**src/rtl/vecmac_pkg.sv**
```systemverilog
`default_nettype none
// ============================================================================
//  Module      : vecmac_pkg
//  Description : Shared definitions for the int8_vecmac multiplier path:
//                requester FSM state encoding, operand/product widths and a
//                constant-evaluable ceil(log2) helper.
//  Revision    : 1.0 - initial release
// ============================================================================
package vecmac_pkg;

  localparam int OPW   = 4;  // multiplier operand width
  localparam int PRODW = 8;  // multiplier product width

  typedef enum logic [2:0] {
    ST_IDLE  = 3'd0,
    ST_SETUP = 3'd1,
    ST_REQ   = 3'd2,
    ST_CAPT  = 3'd3,
    ST_REL   = 3'd4,
    ST_NEXT  = 3'd5,
    ST_DONE  = 3'd6,
    ST_ERR   = 3'd7
  } state_e;

  // ceil(log2(value)); returns 0 for value <= 1
  function automatic int clog2(input int value);
    int r;
    int v;
    r = 0;
    v = value - 1;
    while (v > 0) begin
      r = r + 1;
      v = v >>> 1;
    end
    return r;
  endfunction

endpackage
`default_nettype wire

```
**src/rtl/sync_bit.sv**
```systemverilog
`default_nettype none
// ============================================================================
//  Module      : sync_bit
//  Description : Multi-flop synchronizer for a single asynchronous level.
//                Asynchronous active-high reset clears every stage to 0.
//  Ports       : clk   - destination clock
//                reset - asynchronous, active-high
//                d     - asynchronous input level
//                q     - synchronized level (STAGES clk of latency)
//  Revision    : 1.0 - initial release
// ============================================================================
module sync_bit #(
  parameter int STAGES = 2
) (
  input  logic clk,
  input  logic reset,
  input  logic d,
  output logic q
);

  logic [STAGES-1:0] sync_q;
  logic [STAGES-1:0] sync_d;

  always_comb begin
    sync_d = {sync_q[STAGES-2:0], d};
  end

  always_ff @(posedge clk or posedge reset) begin
    if (reset) begin
      sync_q <= '0;
    end else begin
      sync_q <= sync_d;
    end
  end

  assign q = sync_q[STAGES-1];

endmodule
`default_nettype wire

```
**src/rtl/mul_vec_initiator.sv**
```systemverilog
`default_nettype none
// ============================================================================
//  Module      : mul_vec_initiator
//  Description : Requester side of the 4x4 self-timed multiplier start/Finish
//                handshake. Accepts a vector of N_ELEM operand pairs, issues
//                one multiply per pair and returns the dot product.
//  Ports       : clk, reset          - clock, async active-high reset
//                cmd_valid/cmd_ready - host command handshake
//                a_vec, b_vec        - packed operands, element i at [4i+3:4i]
//                res_valid           - 1-cycle result strobe
//                res_data, res_err   - sum of products / timeout abort flag
//                mul_start, mul_a/b  - request to the multiplier
//                mul_o, mul_finish   - multiplier product / async Finish
//  Revision    : 1.0 - initial release
// ============================================================================
module mul_vec_initiator
  import vecmac_pkg::*;
#(
  parameter int N_ELEM      = 4,
  parameter int ACC_W       = 12,
  parameter int SYNC_STAGES = 2,
  parameter int TIMEOUT     = 255
) (
  input  logic                  clk,
  input  logic                  reset,
  input  logic                  cmd_valid,
  output logic                  cmd_ready,
  input  logic [OPW*N_ELEM-1:0] a_vec,
  input  logic [OPW*N_ELEM-1:0] b_vec,
  output logic                  res_valid,
  output logic [ACC_W-1:0]      res_data,
  output logic                  res_err,
  output logic                  mul_start,
  output logic [OPW-1:0]        mul_a,
  output logic [OPW-1:0]        mul_b,
  input  logic [PRODW-1:0]      mul_o,
  input  logic                  mul_finish
);

  localparam int VEC_W = OPW * N_ELEM;
  localparam int IDX_W = (N_ELEM > 1) ? clog2(N_ELEM) : 1;
  localparam int TMR_W = (TIMEOUT > 1) ? clog2(TIMEOUT + 1) : 1;
  localparam logic [IDX_W-1:0] LAST_IDX  = IDX_W'(N_ELEM - 1);
  localparam logic [TMR_W-1:0] TMR_LIMIT = TMR_W'(TIMEOUT);

  state_e             state_q,     state_d;
  logic [VEC_W-1:0]   a_q,         a_d;
  logic [VEC_W-1:0]   b_q,         b_d;
  logic [IDX_W-1:0]   idx_q,       idx_d;
  logic [TMR_W-1:0]   timer_q,     timer_d;
  logic [ACC_W-1:0]   acc_q,       acc_d;
  logic [PRODW-1:0]   prod_q,      prod_d;
  logic               mul_start_q, mul_start_d;
  logic               res_valid_q, res_valid_d;
  logic [ACC_W-1:0]   res_data_q,  res_data_d;
  logic               res_err_q,   res_err_d;

  logic fin_s;
  logic timed_out;

  // Finish comes from a self-timed block; only its synchronized copy is used.
  sync_bit #(
    .STAGES (SYNC_STAGES)
  ) u_fin_sync (
    .clk   (clk),
    .reset (reset),
    .d     (mul_finish),
    .q     (fin_s)
  );

  assign timed_out = (timer_q >= TMR_LIMIT);

  always_comb begin
    state_d     = state_q;
    a_d         = a_q;
    b_d         = b_q;
    idx_d       = idx_q;
    acc_d       = acc_q;
    prod_d      = prod_q;
    timer_d     = '0;
    res_valid_d = 1'b0;
    res_data_d  = res_data_q;
    res_err_d   = res_err_q;

    case (state_q)
      ST_IDLE: begin
        if (cmd_valid) begin
          a_d     = a_vec;
          b_d     = b_vec;
          acc_d   = '0;
          idx_d   = '0;
          state_d = ST_SETUP;
        end
      end
      // A Finish still high here (stale from an aborted request) must clear
      // before a new start may rise; it is timed like the other wait phases.
      ST_SETUP: begin
        if (!fin_s)         state_d = ST_REQ;
        else if (timed_out) state_d = ST_ERR;
      end
      ST_REQ: begin
        if (fin_s) begin
          prod_d  = mul_o;
          state_d = ST_CAPT;
        end else if (timed_out) begin
          state_d = ST_ERR;
        end
      end
      ST_CAPT: begin
        acc_d   = acc_q + ACC_W'(prod_q);
        state_d = ST_REL;
      end
      ST_REL: begin
        if (!fin_s)         state_d = ST_NEXT;
        else if (timed_out) state_d = ST_ERR;
      end
      ST_NEXT: begin
        if (idx_q == LAST_IDX) begin
          state_d = ST_DONE;
        end else begin
          idx_d   = idx_q + IDX_W'(1);
          state_d = ST_SETUP;
        end
      end
      ST_DONE:  state_d = ST_IDLE;
      ST_ERR:   state_d = ST_IDLE;
      default:  state_d = ST_IDLE;
    endcase

    // Timer restarts on every state change and only runs in wait phases.
    if ((state_d == state_q) &&
        ((state_q == ST_SETUP) || (state_q == ST_REQ) || (state_q == ST_REL))) begin
      timer_d = timer_q + TMR_W'(1);
    end

    // Registered outputs are loaded on entry so they are live in the state.
    mul_start_d = (state_d == ST_REQ);
    if (state_d == ST_DONE) begin
      res_valid_d = 1'b1;
      res_data_d  = acc_q;
      res_err_d   = 1'b0;
    end else if (state_d == ST_ERR) begin
      res_valid_d = 1'b1;
      res_data_d  = '0;
      res_err_d   = 1'b1;
    end
  end

  always_ff @(posedge clk or posedge reset) begin
    if (reset) begin
      state_q     <= ST_IDLE;
      a_q         <= '0;
      b_q         <= '0;
      idx_q       <= '0;
      timer_q     <= '0;
      acc_q       <= '0;
      prod_q      <= '0;
      mul_start_q <= 1'b0;
      res_valid_q <= 1'b0;
      res_data_q  <= '0;
      res_err_q   <= 1'b0;
    end else begin
      state_q     <= state_d;
      a_q         <= a_d;
      b_q         <= b_d;
      idx_q       <= idx_d;
      timer_q     <= timer_d;
      acc_q       <= acc_d;
      prod_q      <= prod_d;
      mul_start_q <= mul_start_d;
      res_valid_q <= res_valid_d;
      res_data_q  <= res_data_d;
      res_err_q   <= res_err_d;
    end
  end

  // Operand select from the latched vectors; idx only moves while start is low.
  always_comb begin
    mul_a = '0;
    mul_b = '0;
    for (int i = 0; i < N_ELEM; i++) begin
      if (idx_q == IDX_W'(i)) begin
        mul_a = a_q[i*OPW +: OPW];
        mul_b = b_q[i*OPW +: OPW];
      end
    end
  end

  assign cmd_ready = (state_q == ST_IDLE) && !reset;
  assign mul_start = mul_start_q;
  assign res_valid = res_valid_q;
  assign res_data  = res_data_q;
  assign res_err   = res_err_q;

endmodule
`default_nettype wire

```
**config.mk**
```make
export PLATFORM = sky130hd
export DESIGN_NAME = mul_vec_initiator
export DESIGN_NICKNAME = d
export VERILOG_FILES = /design/src/rtl/vecmac_pkg.sv /design/src/rtl/sync_bit.sv /design/src/rtl/mul_vec_initiator.sv
export SDC_FILE = /design/constraint.sdc
export NUM_CORES = 1
export LEC_CHECK = 0
export ABC_AREA = 1
export BUFFER_PORTS_ARGS = -buffer_cell sky130_fd_sc_hd__buf_2
export CAP_MARGIN = 20
export CORE_MARGIN = 1
export CORE_UTILIZATION = 51
export DETAILED_ROUTE_END_ITERATION = 10
export GPL_ROUTABILITY_DRIVEN = 1
export PLACE_DENSITY_LB_ADDON = 0.12
export SYNTH_ARGS = -nofsm -noshare
export SYNTH_HDL_FRONTEND = slang
export SYNTH_HIERARCHICAL = 1
export SYNTH_SLANG_ARGS = --single-unit
```
**constraint.sdc**
```tcl
create_clock -name clk -period 2.1 [get_ports clk]
set_input_delay 0.21 -clock clk [delete_from_list [all_inputs] [get_ports clk]]
set_output_delay 0.21 -clock clk [all_outputs]
set_load 0.01 [all_outputs]
```
==> results.cfg <==
[cts]
cts_tree = built
root_buffer = clkbuf_8
worstSkewPairLatency_ns = 0.36
path_clk_slew_ns = 0.08
cts_buffers = 9
h-tree-depth = 3
cts_sinks = 82
clockBufferDepth = 2

[layout]
final_common_cell = nand2_1
final_nets = 648
fin_cells = 697
mostFrequentLayoutCells = nand2_1 (221), dfrtp_1 (81), buf_2 (67)
n_antenna_cell = 0
syn_to_final_growth_pct = 19.2
nFillCells = 719
drive_gt1_share_pct = 23.0
area.sequential_um2 = 2050
multiInputGateArea_um2 = 1810

[critical_path]
critPathLaunch = idx_q[0]$_DFFE_PP0P_
crit_top_cell = nand2_2
cpPeakStageDelay_ns = 0.41
reg2reg_slack_ns = 0.19
crit_end = mul_b[0]
cpLargestDelayFamily = buffers and inverters
arrival_ns = 1.79
crit_cells = 10
rr_worst_depth = 12
cpMaxStageDelayCell = dfrtp_1
crit_buf_inv = 4
endpoint_kind = primary output
criticalPathCategory = flip-flop to primary output
crit_fanout = 8
r2r-end = acc_q[8]$_DFFE_PP0P_
regToRegStartpoint = acc_q[0]$_DFFE_PP0P_
crit_chain = inv_2, ha_4, inv_1, nor2_1, buf_4, nand2_2, nand2_2, nand2_2, a21oi_2, buf_2
required_ns = 1.89
start_kind = flip-flop

[logic_synthesis]
synthDistinctLibCells = 33
synth_seq_cells = 82
syn_avg_cell_area_um2 = 7.93
ys_warn_count = 6
yosysSeqAreaShare_pct = 50.9
netlist_area_um2 = 4030
synth_fp_nets = 566
synthCells = 508

[placed_design]
dp_hpwl_um = 6120
place_ws_ns = 0.193
dp_cells = 676
portBuffers = 67
place_congestion = 0.891

[routing]
drc = 0
routed_via_density = 4.93
drt_iter0_drc = 126
ant_nets = 0
drt-pass1-iter-count = 4
drt-total-wl_um = 8470
vias = 3437
wl_per_cell_um = 12.1

[sta]
tightest_slew_ns = 0.636
clock_skew_ns = 0.00996
period_share_pct = 95.5
slew_headroom_pct = 57.6
timing.hold.ws_ns = 0.0407
drv_slew = 0
finalWorstSetupSlack_ns = 0.0952
finalSetupViolations = 0
period_needed_ns = 2.00
hold_viol = 0
fmax_mhz = 499

[die]
ios = 68
die-height_um = 90.9
die-area_um2 = 8260
num_rows = 32
start_util_pct = 52.4
core_um2 = 7690
die_x_um = 90.9

[global_routing]
antenna_found_initial = 0
grt_pass1_vias = 3357
grt_max_degree = 51
overflow = 0
grt_pass1_wl_um = 15000
grt_usage_pct = 22.9

[min_path]
min_path_type = input pin to flip-flop
hold_start = mul_o[0]
min_path_cells = 3

[pwr]
p_total_uw = 6220
power.density_nw_per_um2 = 1290
ir_worst_vdd_v = 0.000673
p_leak_uw = 0.00261

[status]
status = complete, no violations

[job]
maxCapViolations = 0
[power by group]
group          switching, uW  internal [uW]
clock                    563            546
sequential               337           2090
combinational           1680           1000
total                   2580           3630
[stage by stage]
step | cell area [um^2] | TNS [ns] | utilization (%)
CTS | 4730 | 0 | 61.5
global placement | 4520 | 0 | 58.8
global route | 4800 | -0.0291 | 62.5
detailed placement | 4520 | 0 | 58.8
floorplan | 4030 | 0 | -
finish | 4800 | 0 | 62.5
[sequential cells by signal, indices dropped and copies added (netlist names), 2 cells and up]
name	cells
a_q	16
b_q	16
acc_q	12
res_data	12
prod_q	8
timer_q	8
state_q	3
idx_q	2
u_fin_sync/sync_q	2
[what timing repair did]
item	CTS	global route
pin swaps	0	3
endpoints found under the hold margin	33	0
cloned	0	0
setup buffers	0	3
gates resized for setup	2	16
setup endpoints to repair	8	7
hold buffers	2	0
[how the worst min path moves through the flow]
stage,slack (ns),endpoint
CTS,0.03,prod_q[2]$_DFFE_PP0P_
detailed placement,0.10,u_fin_sync/sync_q[1]$_DFF_PP0_
global placement,0.1,u_fin_sync/sync_q[0]$_DFF_PP0_
global route,0.04,a_q[12]$_DFFE_PP0P_
finish,0.04,prod_q[0]$_DFFE_PP0P_
floorplan,-0.05,u_fin_sync/sync_q[0]$_DFF_PP0_
[worst min-delay path: cells and delay by family]
kind | cells | cell delay, ns
AND/OR/NAND/NOR | 2 | 0.08
buffers and inverters | 1 | 0.07
[metal layers]
layer,track usage [%],part of all wire [%],vias to the layer above
li1,-,-,1765
met1,30.7,49,1570
met2,36.6,44,88
met3,5.13,4.8,14
met4,8.60,1.7,0
met5,0,0,-
[cell families (layout without fill, tap and decap cells)]
| kind of cell | count (synthesis) | count (layout) | synth area share [%] |
|---|---|---|---|
| simple gates | 294 | 294 | 29.9 |
| flops | 82 | 82 | 50.9 |
| compound gates | 58 | 58 | 7.79 |
| buf+inv | 54 | 141 | 5.53 |
| fa+ha+maj | 14 | 14 | 4.53 |
| xor+xnor | 6 | 6 | 1.30 |
[cell usage after synthesis]
| master | number | area, um^2 |
|---|---|---|
| clkinv_1 | 2 | 7.51 |
| ha_1 | 13 | 163 |
| o211ai_1 | 3 | 22.5 |
| clkbuf_1 | 5 | 18.8 |
| nand3_2 | 1 | 10.0 |
| nand2_4 | 1 | 11.3 |
| o21ai_1 | 8 | 40.0 |
| inv_1 | 35 | 131 |
| nor2_4 | 1 | 11.3 |
| buf_6 | 1 | 11.3 |
| a31oi_1 | 1 | 6.26 |
| o21a_1 | 1 | 7.51 |
| nand3_1 | 23 | 115 |
| nor2_2 | 13 | 81.3 |
| nand2_1 | 224 | 841 |
| xnor2_1 | 3 | 26.3 |
| o21bai_1 | 1 | 7.51 |
| nand2_2 | 4 | 25.0 |
| buf_2 | 5 | 25.0 |
| o21ai_0 | 19 | 95.1 |
| o31ai_1 | 1 | 7.51 |
| fa_1 | 1 | 20.0 |
| dfrtp_1 | 82 | 2050 |
| buf_4 | 1 | 7.51 |
| xor2_1 | 3 | 26.3 |
| inv_2 | 4 | 15.0 |
| nand4_1 | 3 | 18.8 |
| o22ai_1 | 3 | 18.8 |
| nor2_1 | 23 | 86.3 |
| a221oi_1 | 1 | 8.76 |
| or2_2 | 1 | 6.26 |
| inv_4 | 1 | 6.26 |
| a21oi_1 | 20 | 100 |
[cell type report]
type,instances,area share [%]
clock buffer,11,2.73
clock inverter,5,1.15
inverter,42,3.44
multi-input combinational,372,37.7
sequential,82,42.7
tap,102,2.66
timing repair buffer,83,9.58
Note: power is estimated with default switching activity, not from simulation.
